--- src/rtl/pacman_map_writer.sv ---
// pacman_map_writer: performs one pacman step in map RAM by reading the target tile, erasing the
// current tile and writing pacman into the target, then pulses done and counts the pills eaten.
module pacman_map_writer #(
  parameter int MAP_W = 40,
  parameter int MAP_H = 30,
  parameter logic [3:0] TILE_EMPTY = 4'd0,
  parameter logic [3:0] TILE_WALL = 4'd1,
  parameter logic [3:0] TILE_PILL = 4'd2,
  parameter logic [3:0] TILE_PACMAN = 4'd3
) (
  input  logic        CLOCK_50,
  input  logic        reset,
  input  logic [5:0]  curr_pacman_x,
  input  logic [4:0]  curr_pacman_y,
  input  logic [5:0]  next_pacman_x,
  input  logic [4:0]  next_pacman_y,
  input  logic [3:0]  ram_rdata,
  output logic [10:0] ram_addr,
  output logic [3:0]  ram_wdata,
  output logic        ram_we,
  output logic        done,
  output logic        busy,
  output logic        pill_eaten,
  output logic [9:0]  pills_eaten,
  output logic        oob_err
);
  localparam logic [5:0] X_LIM = 6'(MAP_W);
  localparam logic [4:0] Y_LIM = 5'(MAP_H);
  if (TILE_PILL == TILE_WALL || TILE_PILL == TILE_EMPTY || TILE_PILL == TILE_PACMAN)
    $error("pill tile code must be distinct from the other tile codes");
  typedef enum logic [2:0] {IDLE, RD_NEXT, RD_WAIT, ERASE, WRITE, FINISH} state_t;
  state_t state;
  logic [5:0] cx, nx;
  logic [4:0] cy, ny;
  logic [3:0] tile_q;
  logic req, in_range;
  assign req = {next_pacman_x, next_pacman_y} != {curr_pacman_x, curr_pacman_y};
  assign in_range = next_pacman_x < X_LIM && next_pacman_y < Y_LIM;
  always_ff @(posedge CLOCK_50 or negedge reset) begin
    if (!reset) begin
      state       <= IDLE;
      ram_addr    <= '0;
      ram_wdata   <= '0;
      ram_we      <= 1'b0;
      done        <= 1'b0;
      busy        <= 1'b0;
      pill_eaten  <= 1'b0;
      pills_eaten <= '0;
      oob_err     <= 1'b0;
      cx          <= '0;
      cy          <= '0;
      nx          <= '0;
      ny          <= '0;
      tile_q      <= '0;
    end else begin
      case (state)
        IDLE: if (req) begin
          cx    <= curr_pacman_x;
          cy    <= curr_pacman_y;
          nx    <= next_pacman_x;
          ny    <= next_pacman_y;
          busy  <= 1'b1;
          state <= in_range ? RD_NEXT : FINISH;
          // an out-of-range request skips the RAM entirely and reports at once
          done     <= !in_range;
          oob_err  <= !in_range;
          ram_addr <= in_range ? {next_pacman_y, next_pacman_x} : ram_addr;
        end
        RD_NEXT: state <= RD_WAIT;
        RD_WAIT: begin
          tile_q    <= ram_rdata;
          ram_addr  <= {cy, cx};
          ram_wdata <= TILE_EMPTY;
          ram_we    <= 1'b1;
          state     <= ERASE;
        end
        ERASE: begin
          ram_addr  <= {ny, nx};
          ram_wdata <= TILE_PACMAN;
          state     <= WRITE;
        end
        WRITE: begin
          ram_we      <= 1'b0;
          done        <= 1'b1;
          pill_eaten  <= tile_q == TILE_PILL;
          pills_eaten <= (tile_q == TILE_PILL && pills_eaten != 10'h3ff) ? pills_eaten + 10'd1 : pills_eaten;
          state       <= FINISH;
        end
        FINISH: begin
          done       <= 1'b0;
          pill_eaten <= 1'b0;
          oob_err    <= 1'b0;
          busy       <= 1'b0;
          state      <= IDLE;
        end
        default: state <= IDLE;
      endcase
    end
  end
endmodule

--- config.mk ---
export PLATFORM = sky130hd
export DESIGN_NAME = pacman_map_writer
export DESIGN_NICKNAME = d
export VERILOG_FILES = /design/src/rtl/pacman_map_writer.sv
export SDC_FILE = /design/constraint.sdc
export NUM_CORES = 1
export LEC_CHECK = 0
export ABC_AREA = 0
export CORE_ASPECT_RATIO = 0.9
export CORE_UTILIZATION = 35
export CTS_CLUSTER_DIAMETER = 150
export DETAILED_ROUTE_END_ITERATION = 8
export DONT_BUFFER_PORTS = 1
export HOLD_SLACK_MARGIN = 0.08
export SYNTH_ARGS = -nofsm -noshare
export SYNTH_HDL_FRONTEND = slang
export SYNTH_SLANG_ARGS = --single-unit
--- constraint.sdc ---
create_clock -name CLOCK_50 -period 1.86 [get_ports CLOCK_50]
set_input_delay 0.465 -clock CLOCK_50 [delete_from_list [all_inputs] [get_ports CLOCK_50]]
set_output_delay 0.465 -clock CLOCK_50 [all_outputs]
set_load 0.005 [all_outputs]
* After elaboration in Yosys (flattened, before gate mapping)
Index checks and enable logic that the tools add are counted.
W data, S select, Z words.
** Operators by class
- Add/subtract/negate cells :: 1
- Magnitude comparators :: 2
- Equal/unequal tests :: 10
- Mux-type cells :: 14
- Reduce and logical (&&, ||, !) cells :: 15
** Operators with widths (number)
- $pmux W11 S3 :: 1
- $mux W11 :: 2
- $pmux W3 S5 :: 1
- $ne A11 B11 Y1 :: 1
- $add A10 B1 Y10 const B :: 1
- $ne A10 B10 Y1 const B :: 1
- $pmux W1 S2 :: 4
- $pmux W4 S2 :: 1
- $reduce_and A2 Y1 :: 4
- $reduce_bool A2 Y1 :: 4
- $eq A3 B2 Y1 const B :: 2
- $eq A3 B3 Y1 const B :: 2
- $lt A6 B6 Y1 const B :: 1
- $mux W3 :: 2
- $reduce_bool A3 Y1 :: 2
- $lt A5 B5 Y1 const B :: 1
- $eq A4 B2 Y1 const B :: 1
- $ne A2 B2 Y1 const B :: 2
- $eq A3 B1 Y1 const B :: 1
- $logic_not A3 Y1 :: 1
- $pmux W1 S3 :: 1
- $reduce_and A3 Y1 :: 1
- $logic_and A1 B1 Y1 :: 2
- $mux W1 :: 2
- $logic_not A1 Y1 :: 1
** Word-level totals
- Register bits :: 59
- Input bits :: 28
- Output and inout port bits :: 30
- Logic and storage cells :: 56

* Logic depth before layout (Yosys ltp)
- Depth in word-level cells :: 5
- Mapped depth :: 6

* Worst setup path after synthesis
Ideal clock, no wire load.
- Path kind :: input to register
- From :: input port curr_pacman_x[0]
- To :: register ram_addr[0]
- Data arrival time :: 1.905 ns
- Data required time :: 1.735 ns
- Setup slack :: -0.170 ns
- Stages :: 6
- Cells stage by stage :: xor2_1 > nor4_2 > nand4_2 > o41a_1 > buf_6 > mux2_4
** On the way
- Cells in the longest elaborated chain, start to end :: 3
** RTL lines
- from (decl) :: line 13 : input logic [5:0] curr_pacman_x,
- $ne A11 B11 Y1 :: line 37 : assign req = {next_pacman_x, next_pacman_y} != {curr_pacman_x, curr_pacman_y};
- $ne A2 B2 Y1 (no line)
- $reduce_and A3 Y1 (no line)
- to (signal assigned) :: line 67 : ram_addr <= in_range ? {next_pacman_y, next_pacman_x} : ram_addr;
- to (signal assigned) :: line 72 : ram_addr <= {cy, cx};
- to (signal assigned) :: line 78 : ram_addr <= {ny, nx};
- to (decl) :: line 18 : output logic [10:0] ram_addr,
No other way between the ends.
A chain may end at the register's enable or synchronous reset.

* Worst setup path after layout
- From :: input port curr_pacman_x[0]
- To :: register ram_addr[9]
Same word-level chain as after synthesis.

==> flow_metrics.py <==
metrics = {
    "setup_path": {
        "cp.required_ns": 2.06,
        "crit_path_max_fanout": 6,
        "r2r_slack_ns": 0.16,
        "end_kind": "flip-flop",
        "ff2ff_path_depth": 5,
        "path_class": "in2reg",
        "arrival_ns": 1.96,
        "r2r_start": "state[0]",
        "start_kind": "input port",
        "endpoint": "ram_addr[9]",
        "startpoint": "curr_pacman_x[0]",
        "r2r_end": "ram_addr[3]",
    },
    "clocking": {
        "numCtsBuffers": 5,
        "clockBufferDepth": 2,
        "clk_latency_ns": 0.31,
        "clk_pin_slew_worst_paths_ns": 0.10,
        "cts.sinks": 56,
        "cts_setup_buffers": 0,
        "root_buffer": "clkbuf_8",
        "cts_max_level": 2,
        "cts_tree": "done",
    },
    "synthesis": {
        "synthTopCellsByCount": "56 x dfrtp_1, 28 x mux2_2, 22 x nand2_1",
        "yosys.area.top_type": "dfrtp_1",
        "synth_area_um2": 2694,
        "yosysMostFrequentCell": "dfrtp_1",
        "syn_avg_cell_area_um2": 12.03,
        "synth_cells": 224,
        "synth-seq-cells": 56,
        "yosys_warnings": 0,
        "yosysUniqueCellTypes": 36,
        "async_flop_share_pct": 100.0,
        "synth_flop_cell": "dfrtp_1",
        "synth_edf_count": 0,
        "synthTopCellsByArea": "dfrtp_1 52%, mux2_2 12%, mux2_4 5.6%",
        "synth_top_area_share_pct": 52.02,
        "yosysSeqAreaShare_pct": 52.02,
    },
    "floorplanning": {
        "die_h_um": 85.23,
        "row_count": 29,
        "fp.coreArea_um2": 7257,
        "pin_count": 58,
        "initial_core_util_pct": 37.12,
        "die_w_um": 94.48,
        "die_area_um2": 8052,
    },
    "timing": {
        "finalHoldViolCount": 0,
        "clock.fmax_ghz": 0.5665,
        "rsz0062_at_grt": "no",
        "finalCritPeriodShare_pct": 94.91,
        "drv_slew": 0,
        "period_minus_slack_ns": 1.765,
        "timing.setup.tns_ns": 0,
        "finalWorstSetupSlack_ns": 0.09467,
        "skew_ns": 0.01192,
        "finalSetupViolCount": 0,
    },
    "hold_path": {
        "hp-class": "in2reg",
    },
    "outcome": {
        "status": "finished clean",
    },
    "power_and_ir_drop": {
        "totalPowerFinal_mw": 4.933,
        "vdd_drop_max_v": 0.0004438,
        "power.density_nw_per_um2": 1634,
        "p_leak_nw": 1.346,
    },
    "placed_design": {
        "place_ws_ns": -0.2322,
        "place_inst": 318,
        "io_buffers": 0,
        "gp_congestion": 0.7403,
        "dp_hpwl_mm": 3.867,
    },
    "drt": {
        "route.detailed.drc": 0,
        "num_vias": 1654,
        "ant_nets": 0,
        "avgRoutedWirePerCell_um": 16.09,
        "via_per_inst": 5.043,
        "drt-total-wl_mm": 5.279,
        "drt_first_pass_iters": 5,
        "drt-initial-drc-count": 71,
    },
    "finish": {
        "fin_cells": 328,
        "nNetsFinal": 263,
        "syn2layout_area_growth_pct": 12.08,
        "drive_gt1_share_pct": 28.51,
        "antenna_cells": 0,
        "post-route-util_pct": 41.60,
    },
    "global_routing": {
        "antenna_found_initial": 0,
        "grt_pass1_wl_mm": 8.894,
        "grt_max_degree": 57,
        "grt_overflow": 0,
        "grt_pass1_vias": 1735,
        "groute.usage.overall_pct": 14.53,
    },
    "job": {
        "maxCapViolations": 0,
    },
}
[per-stage QoR]
| stage | instance area (um^2) | hold slack (ns) |
|---|---|---|
| after floorplan | 2703 | 0.1694 |
| after global placement | 2853 | 0.1705 |
| after detailed placement | 2853 | 0.1705 |
| after CTS | 3012 | 0.2845 |
| after global routing | 3019 | 0.2768 |
| final | 3019 | 0.2970 |
[power by group]
part           leakage [nW]  internal (mW)  total (mW)  switching (mW)
registers             0.681           1.76        2.14           0.385
clock network        0.0614          0.441       0.831           0.390
logic                 0.603           1.15        1.96           0.814
[worst max-delay path: stages]
cell	delay, ns
xor2_1	0.15
nor4_2	0.36
nand4_2	0.14
o41a_1	0.36
buf_4	0.19
mux2_4	0.30
[worst min-delay path by stage]
stage,start,endpoint,cells after the start
6_report,next_pacman_x[2],nx[2],1
5_1_grt,curr_pacman_y[4],cy[4],1
4_1_cts,next_pacman_x[2],nx[2],1
3_5_place_dp,reset,cy[3],0
3_3_place_gp,reset,cy[3],0
2_1_floorplan,reset,busy,0
[cell usage in the layout, fill, tap and decap left out, types with 3 or more instances in the layout]
cell	count
mux2_4	10
o31ai_1	4
o21ai_0	16
mux2_2	28
buf_4	12
xnor2_1	9
nor4_2	3
clkbuf_8	6
nand4_1	5
nand3_1	3
nand2_1	22
dfrtp_1	55
mux2i_1	11
xor2_1	12
inv_1	4
nor3_1	3
nor2_1	8
[routing by layer]
metal | vias up | track usage, % | wire [um]
met4 | 0 | 5.096 | 80
li1 | 797 | - | -
met2 | 37 | 22.33 | 2447
met5 | - | 0 | 0
met1 | 814 | 18.55 | 2354
met3 | 6 | 5.824 | 396
[layout make-up]
cell class	instances	area [um^2]
sequential	56	1403
timing repair buffer	15	147.6
multi-input combinational	152	1216
tap	93	116.4
clock inverter	2	38.79
fill	711	4238
inverter	4	15.01
clock buffer	6	82.58
[state kept, by name, indices dropped and copies added, names as in the netlist, 3 cells and up]
signal and count:
tile_q 4, cx 6, cy 5, nx 6, ram_addr 11, pills_eaten 10, state 3, ny 5
[what timing repair did]
item / 4_1_cts / 5_1_grt
endpoints found under the setup margin: 0 / 7
hold buffers: 2 / 0
hold endpoints to repair: 56 / 0
resized for setup: 0 / 2
[cells by family (layout without fill, tap and decap cells)]
family,after synthesis,count (layout),synth area share [%]
DFF,56,56,52.02
and+or+nand+nor,54,54,10.31
muxes,49,49,21.37
AOI/OAI and AO/OA,25,25,5.667
xor gates and xnor gates,21,21,6.828
buffers and inverters,17,27,3.204
adders and majority gates,1,1,0.4644
other,1,2,0.1392
Power figures use the tool's default switching activity.
